==> src/rtl/cpu_pkg.sv <==
// Shared CPU definitions: ALU opcodes and the multiply sequencer state type.
package cpu_pkg;

  localparam logic [2:0] ALU_AND = 3'b000;
  localparam logic [2:0] ALU_OR  = 3'b001;
  localparam logic [2:0] ALU_ADD = 3'b010;
  localparam logic [2:0] ALU_SRL = 3'b011;
  localparam logic [2:0] ALU_SLL = 3'b101;
  localparam logic [2:0] ALU_SUB = 3'b110;
  localparam logic [2:0] ALU_SLT = 3'b111;

  typedef enum logic [2:0] {
    IDLE,
    ABS_M,
    ABS_Q,
    MUL,
    NEG_LO,
    NEG_HI,
    DONE
  } mul_state_t;

endpackage

==> src/rtl/mul_seq_if.sv <==
// Request/result and shared-ALU signals of the MULT/MULTU sequencer.
interface mul_seq_if #(
  parameter int WIDTH = 32
) ();

  // start is sampled only while busy=0 (IDLE); once accepted, busy stays high
  // until the cycle after the single-cycle done pulse, when hi/lo hold the product.
  logic             start;
  logic             is_signed;
  logic [WIDTH-1:0] op_a;
  logic [WIDTH-1:0] op_b;
  logic             busy;
  logic             done;
  logic [WIDTH-1:0] hi;
  logic [WIDTH-1:0] lo;

  // Shared ALU: mul_seq owns the ALU inputs whenever alu_req=1.
  logic             alu_req;
  logic [2:0]       alu_ctl;
  logic [WIDTH-1:0] alu_a;
  logic [WIDTH-1:0] alu_b;
  logic [WIDTH-1:0] alu_result;

  modport master (
    output start, is_signed, op_a, op_b, alu_result,
    input  busy, done, hi, lo, alu_req, alu_ctl, alu_a, alu_b
  );

  modport slave (
    input  start, is_signed, op_a, op_b, alu_result,
    output busy, done, hi, lo, alu_req, alu_ctl, alu_a, alu_b
  );

endinterface

==> src/rtl/mul_seq.sv <==
// Multi-cycle MULT/MULTU sequencer: shift-add multiply through the shared ALU,
// with optional sign fix-up, writing the 64-bit product into HI/LO.
module mul_seq
  import cpu_pkg::*;
#(
  parameter int WIDTH = 32,
  parameter int CNT_W = 5
) (
  input  logic       clk,
  input  logic       rst,
  mul_seq_if.slave   bus,
  output mul_state_t dbg_state
);

  localparam logic [CNT_W-1:0] CNT_LAST = CNT_W'(WIDTH - 1);
  localparam logic [WIDTH-1:0] ONE      = WIDTH'(1);

  mul_state_t       state;
  logic [WIDTH-1:0] m_q;
  logic [WIDTH-1:0] hi_q;
  logic [WIDTH-1:0] lo_q;
  logic [CNT_W-1:0] cnt;
  logic             neg;
  logic             sgn;
  logic             borrow;
  logic             busy_q;
  logic             done_q;

  logic [2:0]       ctl;
  logic [WIDTH-1:0] a_in;
  logic [WIDTH-1:0] b_in;
  logic             carry;

  // ALU operands are a pure function of state so the result arrives in-cycle.
  always_comb begin
    ctl  = ALU_AND;
    a_in = '0;
    b_in = '0;
    case (state)
      ABS_M: begin
        ctl  = ALU_SUB;
        b_in = m_q;
      end
      ABS_Q: begin
        ctl  = ALU_SUB;
        b_in = lo_q;
      end
      MUL: begin
        ctl  = ALU_ADD;
        a_in = hi_q;
        b_in = lo_q[0] ? m_q : '0;
      end
      NEG_LO: begin
        ctl  = ALU_SUB;
        b_in = lo_q;
      end
      NEG_HI: begin
        ctl  = ALU_ADD;
        a_in = ~hi_q;
        b_in = borrow ? '0 : ONE;
      end
      default: begin
        ctl  = ALU_AND;
        a_in = '0;
        b_in = '0;
      end
    endcase
  end

  // An unsigned add wrapped exactly when its result is below an operand.
  assign carry = (bus.alu_result < hi_q);

  always_ff @(posedge clk) begin
    if (rst) begin
      state  <= IDLE;
      m_q    <= '0;
      hi_q   <= '0;
      lo_q   <= '0;
      cnt    <= '0;
      neg    <= 1'b0;
      sgn    <= 1'b0;
      borrow <= 1'b0;
      busy_q <= 1'b0;
      done_q <= 1'b0;
    end else begin
      done_q <= 1'b0;
      case (state)
        IDLE: begin
          if (bus.start) begin
            m_q    <= bus.op_a;
            lo_q   <= bus.op_b;
            hi_q   <= '0;
            cnt    <= '0;
            neg    <= bus.is_signed & (bus.op_a[WIDTH-1] ^ bus.op_b[WIDTH-1]);
            sgn    <= bus.is_signed;
            busy_q <= 1'b1;
            state  <= bus.is_signed ? ABS_M : MUL;
          end
        end
        ABS_M: begin
          if (m_q[WIDTH-1]) m_q <= bus.alu_result;
          state <= ABS_Q;
        end
        ABS_Q: begin
          if (lo_q[WIDTH-1]) lo_q <= bus.alu_result;
          state <= MUL;
        end
        MUL: begin
          hi_q <= {carry, bus.alu_result[WIDTH-1:1]};
          lo_q <= {bus.alu_result[0], lo_q[WIDTH-1:1]};
          cnt  <= cnt + 1'b1;
          if (cnt == CNT_LAST) begin
            if (sgn) begin
              state <= NEG_LO;
            end else begin
              state  <= DONE;
              done_q <= 1'b1;
            end
          end
        end
        NEG_LO: begin
          // Negation is only committed when the signs differed; the slot is
          // always spent so signed latency does not depend on the operands.
          if (neg) begin
            lo_q   <= bus.alu_result;
            borrow <= (lo_q != '0);
          end
          state <= NEG_HI;
        end
        NEG_HI: begin
          if (neg) hi_q <= bus.alu_result;
          state  <= DONE;
          done_q <= 1'b1;
        end
        DONE: begin
          busy_q <= 1'b0;
          state  <= IDLE;
        end
        default: begin
          busy_q <= 1'b0;
          state  <= IDLE;
        end
      endcase
    end
  end

  assign bus.busy    = busy_q;
  assign bus.done    = done_q;
  assign bus.hi      = hi_q;
  assign bus.lo      = lo_q;
  assign bus.alu_req = busy_q & ~done_q;
  assign bus.alu_ctl = ctl;
  assign bus.alu_a   = a_in;
  assign bus.alu_b   = b_in;
  assign dbg_state   = state;

endmodule

==> src/flat_wrapper.sv <==
// flat-port wrapper written by rule: the top's interface ports become plain ports
module mul_seq_flat import cpu_pkg::*;
#(
  parameter int WIDTH = 32,
  parameter int CNT_W = 5
)
  (clk, rst, dbg_state, bus_start, bus_is_signed, bus_op_a, bus_op_b, bus_alu_result, bus_busy, bus_done, bus_hi, bus_lo, bus_alu_req, bus_alu_ctl, bus_alu_a, bus_alu_b);
  mul_seq_if #(.WIDTH(WIDTH)) bus_i ();
  input  logic clk;
  input  logic rst;
  output mul_state_t dbg_state;
  input wire logic [$bits(bus_i.start)-1:0] bus_start;
  input wire logic [$bits(bus_i.is_signed)-1:0] bus_is_signed;
  input wire logic [$bits(bus_i.op_a)-1:0] bus_op_a;
  input wire logic [$bits(bus_i.op_b)-1:0] bus_op_b;
  input wire logic [$bits(bus_i.alu_result)-1:0] bus_alu_result;
  output wire logic [$bits(bus_i.busy)-1:0] bus_busy;
  output wire logic [$bits(bus_i.done)-1:0] bus_done;
  output wire logic [$bits(bus_i.hi)-1:0] bus_hi;
  output wire logic [$bits(bus_i.lo)-1:0] bus_lo;
  output wire logic [$bits(bus_i.alu_req)-1:0] bus_alu_req;
  output wire logic [$bits(bus_i.alu_ctl)-1:0] bus_alu_ctl;
  output wire logic [$bits(bus_i.alu_a)-1:0] bus_alu_a;
  output wire logic [$bits(bus_i.alu_b)-1:0] bus_alu_b;
  assign bus_i.start = bus_start;
  assign bus_i.is_signed = bus_is_signed;
  assign bus_i.op_a = bus_op_a;
  assign bus_i.op_b = bus_op_b;
  assign bus_i.alu_result = bus_alu_result;
  assign bus_busy = bus_i.busy;
  assign bus_done = bus_i.done;
  assign bus_hi = bus_i.hi;
  assign bus_lo = bus_i.lo;
  assign bus_alu_req = bus_i.alu_req;
  assign bus_alu_ctl = bus_i.alu_ctl;
  assign bus_alu_a = bus_i.alu_a;
  assign bus_alu_b = bus_i.alu_b;
  mul_seq #(.WIDTH(WIDTH), .CNT_W(CNT_W)) u_core (.clk(clk), .rst(rst), .bus(bus_i), .dbg_state(dbg_state));
endmodule
==> config.mk <==
export PLATFORM = sky130hd
export DESIGN_NAME = mul_seq_flat
export DESIGN_NICKNAME = d
export VERILOG_FILES = /design/src/rtl/cpu_pkg.sv /design/src/rtl/mul_seq_if.sv /design/src/rtl/mul_seq.sv /design/src/flat_wrapper.sv
export SDC_FILE = /design/constraint.sdc
export NUM_CORES = 1
export LEC_CHECK = 0
export CORE_ASPECT_RATIO = 2
export CORE_UTILIZATION = 35
export DETAILED_ROUTE_END_ITERATION = 10
export GPL_ROUTABILITY_DRIVEN = 0
export PLACE_DENSITY = 0.74
export SYNTH_ARGS = -nofsm -noshare
export SYNTH_HDL_FRONTEND = slang
export SYNTH_SLANG_ARGS = --single-unit
==> constraint.sdc <==
create_clock -name clk -period 2.6 [get_ports clk]
set_clock_uncertainty 0.2 [all_clocks]
set_input_delay 0.26 -clock clk [delete_from_list [all_inputs] [get_ports clk]]
set_output_delay 0.26 -clock clk [all_outputs]
set_load 0.05 [all_outputs]
==> summary.md, run 1 <==
| Metric | Value |
|---|---|
| #FFs+latches synth | `109` |
| Dpl cells | `1288` |
| Sink Count | `109` |
| Placed instance area | `10000 um^2` |
| Synth top cells by count | `144 x nand2_1, 109 x dfxtp_1, 89 x a21oi_1` |
| Slew margin rel. | `49.2%` |
| Critical path launch point type | `flip-flop` |
| Area delta synth->final | `56.5%` |
| Routed length per instance | `20.2 um` |
| First-pass GRT wire length | `40.0 mm` |
| Main synth FF type | `dfxtp_1` |
| Postcts setup bufs | `0` |
| Grt ovf | `0` |
| Tot GR Track Use | `26.8%` |
| Period utilization | `97.3%` |
| Crit path DAT | `2.07 ns` |
| Slew of the pin with the lowest slew margin | `0.761 ns` |
| Final hold slack | `0.0919 ns` |
| Hold_buf cts | `0` |
| DR pass1 iterations | `5` |
| Leading area contributor after synthesis | `dfxtp_1` |
| Storage cell area | `2180 um^2` |
| Clk_lat worst skew | `0.35 ns` |
| Hold path start | `rst` |
| Pin count of the biggest net entering global routing | `81` |
| Die height | `196 um` |
| Post-synth EDFFs | `0` |
| Final layout net count | `1218` |
| LEAKAGE | `0.00377 uW` |
| # fillers | `1648` |
| Post-route DRC | `0` |
| Mapped Cells | `866` |
| Area taken by multi-input logic gates | `4010 um^2` |
| Via Count | `7537` |
| N_diodes | `0` |
| Maximum vdd drop | `0.317 mV` |
| FFs w/ async S/R, synth | `0%` |
| Overall routed net length | `26.4 mm` |
| Final cell count without fillers | `1306` |
| IO Pins | `237` |
| Final Hold Vio Count | `0` |
| Max_cap viols | `0` |
| Slew Limit Fails | `0` |
| Synth unique cells | `54` |
| Initial Utilization | `35.9%` |
| Synth warn | `0` |
| Worst setup path class | `flip-flop to primary output` |
| H-tree Lvls | `3` |
| Design area | `10300 um^2` |
| Max Clk Rate | `0.395 GHz` |
| CP Capture Type | `primary output` |
| Final setup viols | `0` |
| Initial antenna violation count | `0` |
| Total clock buffers created by CTS | `9` |
| Share of the synthesized area in the top cell type | `33.1%` |
| Sequential area share after synthesis | `33.1%` |
| Vias in the first global route | `7350` |
| R2R cell count | `7` |
| Crit-path max FO | `16` |
| Row cnt | `70` |
| Count leader, synth | `nand2_1` |
| Avg Inst Size Synth | `7.62 um^2` |
| Die width | `99.1 um` |
| Detailed Place HPWL | `19.2 mm` |
| Layout cell share with drive strength beyond 1 | `15.0%` |
| Worst Path Required | `2.14 ns` |
| Count of buffers from port buffering | `235` |
| Core ar. | `18400 um^2` |
| Outcome | `complete, no violations` |
| Crit path time final | `2.53 ns` |
| Hold Path Stages | `2` |
| 1st-iter DRT viols | `316` |
| Clk root buf | `clkbuf_16` |
| Unrepaired setup endpoints after global routing | `true` |
| Hold endpoint | `u_core.cnt[4]` |
| Syn Nets | `999` |
| R2R setup slack | `0.40 ns` |
| Worst-path clk slew | `0.07 ns` |
| FF-to-FF End | `u_core.bus.lo[18]` |
| Synth top area cells | `dfxtp_1 33%, nand2_1 8.2%, a22oi_1 7.3%, a21oi_1 6.8%, ha_1 6.3%` |
| Die area | `19400 um^2` |
| Power density over the cells | `558 nW/um^2` |
| Worst hold path class | `input pin to flip-flop` |
| CTS tree | `done` |
| Synthesized area | `6600 um^2` |
| FF-to-FF Start | `u_core.dbg_state[1]` |
| Clock tree buffer depth | `2` |
| Drt via density | `5.77` |
| DRT antenna net count | `0` |
==> what timing repair did <==
item / CTS / global route
cloned: 1 / 1
endpoints found under the setup margin: 48 / 12
gates resized for setup: 2 / 7
==> per-stage QoR <==
stage               utilization, %  setup slack [ns]  TNS, ns  total power, uW
floorplan                        -            -0.278    -8.29             3440
global placement              54.4             0.214        0             4430
detailed placement            54.4             0.171        0             4460
CTS                           56.0            0.0586        0             5770
global route                  56.1           -0.0117  -0.0424             6020
finish                        56.1            0.0709        0             5760
==> final cells by class <==
| cell class | count | share of cell area, % |
|---|---|---|
| clock buffer | 11 | 2.25 |
| clock inverter | 5 | 0.364 |
| inverter | 36 | 1.31 |
| multi-input combinational | 649 | 38.8 |
| sequential | 109 | 21.2 |
| tap | 216 | 2.62 |
| timing repair buffer | 280 | 33.5 |
==> cells by family after synthesis <==
group	share of synthesized area, %
AOI/OAI and AO/OA	35.5
and+or+nand+nor	17.8
buffers and inverters	7.13
DFF	33.1
adders and majority gates	6.26
xor gates and xnor gates	0.133
other	0.0568
==> metal layers <==
| metal | vias up | track usage [%] | wire length (um) |
|---|---|---|---|
| met3 | 77 | 3.28 | 1600 |
| met2 | 355 | 50.0 | 14000 |
| li1 | 3580 | - | - |
| met5 | - | 0 | 0 |
| met4 | 0 | 16.2 | 1530 |
| met1 | 3525 | 28.1 | 9290 |
==> where the power goes <==
group | switching [uW] | leakage [uW] | total [uW] | internal [uW]
registers | 229 | 0.000898 | 2070 | 1840
clock network | 648 | 0.000126 | 1300 | 654
logic | 1450 | 0.00275 | 2390 | 940
total | 2320 | 0.00377 | 5760 | 3430
==> registers in the layout (all words and copies together) (netlist names) <==
signal / cells
u_core.bus.busy: 1
u_core.cnt: 5
u_core.m_q: 32
u_core.bus.lo: 32
u_core.bus.hi: 32
u_core.dbg_state: 3
u_core.bus.done: 1
u_core.borrow: 1
u_core.sgn: 1
u_core.neg: 1
==> worst max path at each step <==
stage	start	to	slack, ns	depth (start not counted)
after global routing	u_core.dbg_state[1]	bus_alu_a[30]	-0.01	6
final	u_core.dbg_state[2]	bus_alu_b[14]	0.07	4
after floorplan	u_core.dbg_state[0]	bus_alu_a[22]	-0.28	4
after global placement	bus_alu_result[14]	u_core.bus.hi[31]	0.21	7
after detailed placement	bus_alu_result[13]	u_core.bus.hi[31]	0.17	7
after CTS	u_core.dbg_state[1]	bus_alu_a[21]	0.06	6
==> cells in the final DEF (no fill, tap or decap), types with 4 or more instances in the layout <==
master and n:
nand3_1 8, nand2b_1 8, dfxtp_1 107, clkbuf_16 10, ha_1 33, nor2_1 77, nand2_1 144, nor4_1 8
nor3_1 5, buf_4 39, o21ai_1 6, a211oi_1 46, inv_1 36, nand4_1 5, a21oi_1 86, a211oi_2 20
buf_12 72, a22o_1 31, o21ai_0 62, a21oi_4 4, a22oi_1 64, clkdlybuf4s50_1 167
==> worst max-delay path, stage by stage (launching register included) <==
cell	delay, ns
dfxtp_2	0.39
nand2b_1	0.28
a21oi_4	0.59
a22o_1	0.31
buf_12	0.15
(Power assumes the default switching activity.)
==> inputs of run 2 (changes only) <==
CORE_MARGIN = 2   (was default)
==> run 2 against run 1 <==
  * Clock power grew 8%
  * Setup slack gained 0.010 ns
  * Sequential power is essentially flat
  * Final cell count grew 0.31%
  * Sequential cell count is the same
  * First-iteration DRC count grew 22%
  * Critical path type unchanged
==> summary.md, run 2 (synthesis results as in run 1) <==
| Metric | Value |
|---|---|
| Design area | `10300 um^2 (about the same)` |
| Final hold slack | `0.0941 ns (was 0.0919 ns)` |
| Met1 WL | `9.38 mm (was 9.29 mm)` |
| Outcome | `complete, no violations (unchanged)` |
| Comb pwr share | `40.6% (was 41.4%)` |
| Clock tree buffer depth | `2 (unchanged)` |
| Max incr delay on CP | `0.44 ns (was 0.59 ns)` |
| Area delta synth->final | `56.2% (was 56.5%)` |
| Die height | `198 um (was 196 um)` |
| Initial Utilization | `35.4% (was 35.9%)` |
| Period utilization | `96.9% (was 97.3%)` |
| Routed wl met3 | `1.54 mm (was 1.60 mm)` |
| Crit path time final | `2.52 ns (was 2.53 ns)` |
| Power density over the cells | `568 nW/um^2 (was 558 nW/um^2)` |
| Tot GR Track Use | `25.7% (was 26.8%)` |
| Vias in the first global route | `7438 (was 7350)` |
| Post-route DRC | `0 (unchanged)` |
| FF-to-FF Start | `u_core.dbg_state[1] (unchanged)` |
| Slew margin rel. | `59.8% (was 49.2%)` |
| Met2 WL post-DR | `13.9 mm (was 14.0 mm)` |
| Critical path launch point type | `flip-flop (unchanged)` |
| Core ar. | `18700 um^2 (was 18400 um^2)` |
| Worst setup path class | `flip-flop to primary output (unchanged)` |
| Uppermost layer routed | `met4 (unchanged)` |
| Pin count of the biggest net entering global routing | `74 (was 81)` |
| DRT antenna net count | `0 (unchanged)` |
| Hold endpoint | `u_core.cnt[4] (unchanged)` |
| Final Hold Vio Count | `0 (unchanged)` |
| H-tree Lvls | `3 (unchanged)` |
| Unrepaired setup endpoints after global routing | `false (was true)` |
| Sink Count | `109 (unchanged)` |
| R2R cell count | `6 (was 7)` |
| Worst hold path class | `input pin to flip-flop (unchanged)` |
| Count of buffers from port buffering | `235 (unchanged)` |
| Setup Total Neg Slack | `0 ns (unchanged)` |
| CP Capture Type | `primary output (unchanged)` |
| Crit-path max FO | `24 (was 16)` |
| Max Clk Rate | `0.397 GHz (was 0.395 GHz)` |
| Total clock buffers created by CTS | `9 (unchanged)` |
| Share of power burned in registers | `35.4% (was 35.9%)` |
| Clk_lat worst skew | `0.35 ns (about the same)` |
| Routed length per instance | `20.1 um (was 20.2 um)` |
| FF-to-FF End | `u_core.bus.hi[31] (was u_core.bus.lo[18])` |
| Sw Ratio | `39.7% (was 40.4%)` |
| Final layout net count | `1219 (was 1218)` |
| R2R setup slack | `0.46 ns (was 0.40 ns)` |
| Die area | `20000 um^2 (was 19400 um^2)` |
| Final setup viols | `0 (unchanged)` |
| Via Count | `7494 (was 7537)` |
| Master of the slowest instance on the critical path | `dfxtp_2 (was a21oi_4)` |
| Maximum vdd drop | `0.332 mV (was 0.317 mV)` |
| Worst Path Required | `2.14 ns (about the same)` |
| Hold path start | `rst (unchanged)` |
| Setup WS pre-CTS | `0.193 ns (was 0.171 ns)` |
| Commonest non-fill, non-tap cell in the layout | `clkdlybuf4s50_1 (unchanged)` |
| Overall routed net length | `26.3 mm (was 26.4 mm)` |
| Worst-path clk slew | `0.07 ns (about the same)` |
| Detailed Place HPWL | `19.9 mm (was 19.2 mm)` |
| Max_cap viols | `0 (unchanged)` |
| Clk pwr share | `24.0% (was 22.6%)` |
| Pint | `3520 uW (was 3430 uW)` |
| Slew Limit Fails | `0 (unchanged)` |
| Hold Path Stages | `2 (unchanged)` |
| DR pass1 iterations | `5 (unchanged)` |
| Clk root buf | `clkbuf_16 (unchanged)` |
| Sw Pwr | `2320 uW (about the same)` |
| Layout cell share with drive strength beyond 1 | `15.1% (was 15.0%)` |
| IO Pins | `237 (unchanged)` |
| Placed instance area | `10000 um^2 (about the same)` |
| Commonest cells after routing, fill and taps aside | `167 x clkdlybuf4s50_1, 144 x nand2_1, 106 x dfxtp_1 (was 167 x clkdlybuf4s50_1, 144 x nand2_1, 107 x dfxtp_1)` |
| Crit path DAT | `2.06 ns (was 2.07 ns)` |
| Postcts setup bufs | `0 (unchanged)` |
| Row cnt | `71 (was 70)` |
| Hold_buf cts | `0 (unchanged)` |
| 1st-iter DRT viols | `385 (was 316)` |
| Slew of the pin with the lowest slew margin | `0.601 ns (was 0.761 ns)` |
| Grt ovf | `0 (unchanged)` |
| Initial antenna violation count | `1 (was 0)` |
| Drt via density | `5.72 (was 5.77)` |
| Crit path cell chain | `buf_4, nand2b_1, a21oi_4, buf_6, a22o_1, buf_12 (was nand2b_1, a21oi_4, a22o_1, buf_12)` |
| LEAKAGE | `0.00376 uW (was 0.00377 uW)` |
| Die width | `101 um (was 99.1 um)` |
| Setup ws final | `0.0810 ns (was 0.0709 ns)` |
| CTS tree | `done (unchanged)` |
| First-pass GRT wire length | `40.0 mm (about the same)` |
-- run 2: changes by cell type in the layout (fill, tap and decap cells not counted), sizes merged --
cell / previous run / this run
buf: 112 / 115
clkinv: 3 / 0
a21oi: 92 / 91
inv: 36 / 37
clkinvlp: 2 / 3
diode: 0 / 1
bufinv: 0 / 1
clkbuf: 12 / 10
-- run 2: worst max-delay path by stage --
| stage | start | endpoint | cells past startpoint |
|---|---|---|---|
| after floorplan | u_core.dbg_state[0] | bus_alu_a[22] | 4 |
| after global placement | bus_start | u_core.bus.hi[31] | 6 |
| after detailed placement | bus_start | u_core.bus.hi[31] | 6 |
| after CTS | u_core.dbg_state[2] | bus_alu_b[14] | 6 |
| after global routing | u_core.dbg_state[2] | bus_alu_b[19] | 6 |
| final | u_core.dbg_state[2] | bus_alu_b[19] | 6 |
-- run 2: per-layer routing --
| metal | vias up | global-route usage (%) |
|---|---|---|
| met5 | - | 0 |
| met4 | 0 | 14.8 |
| met1 | 3518 | 27.7 |
| met3 | 70 | 4.09 |
| li1 | 3576 | - |
| met2 | 330 | 46.2 |
-- run 2: stage by stage --
step,util [%],power (uW),instances
after floorplan,-,3440,866
after global placement,53.6,4440,1294
after detailed placement,53.6,4480,1294
after CTS,55.2,5880,1309
after global routing,55.2,6120,1310
final,55.2,5850,1310
-- run 2: layout make-up --
| type | instances | area (um^2) |
|---|---|---|
| Timing Repair Buffer | 282 | 3430 |
| Clock buffer | 10 | 229 |
| Multi-Input combinational cell | 648 | 3990 |
| Clock inverter | 5 | 61.3 |
| Antenna cell | 1 | 2.50 |
| Sequential cell | 109 | 2190 |
| Tap cell | 219 | 274 |
| Fill cell | 1704 | 8350 |
| Inverter | 36 | 135 |
-- run 2: what timing repair did --
action,CTS,global route
pin swaps,0,0
endpoints found under the hold margin,0,0
setup endpoints to repair,14,26
resized for setup,1,2
-- run 2: worst max-delay path: cells and delay by family, from the launching register on --
family | cells | cell delay (ns)
DFF | 1 | 0.44
buffers and inverters | 3 | 0.62
AOI/OAI and AO/OA | 2 | 0.40
and+or+nand+nor | 1 | 0.23
-- run 2: power groups by stage --
stage	clock network (uW)	logic, uW	registers, uW
2_1_floorplan	0	967	2480
3_3_place_gp	0	2330	2100
3_5_place_dp	0	2370	2110
4_1_cts	1430	2380	2070
5_1_grt	1500	2520	2100
6_report	1410	2370	2070
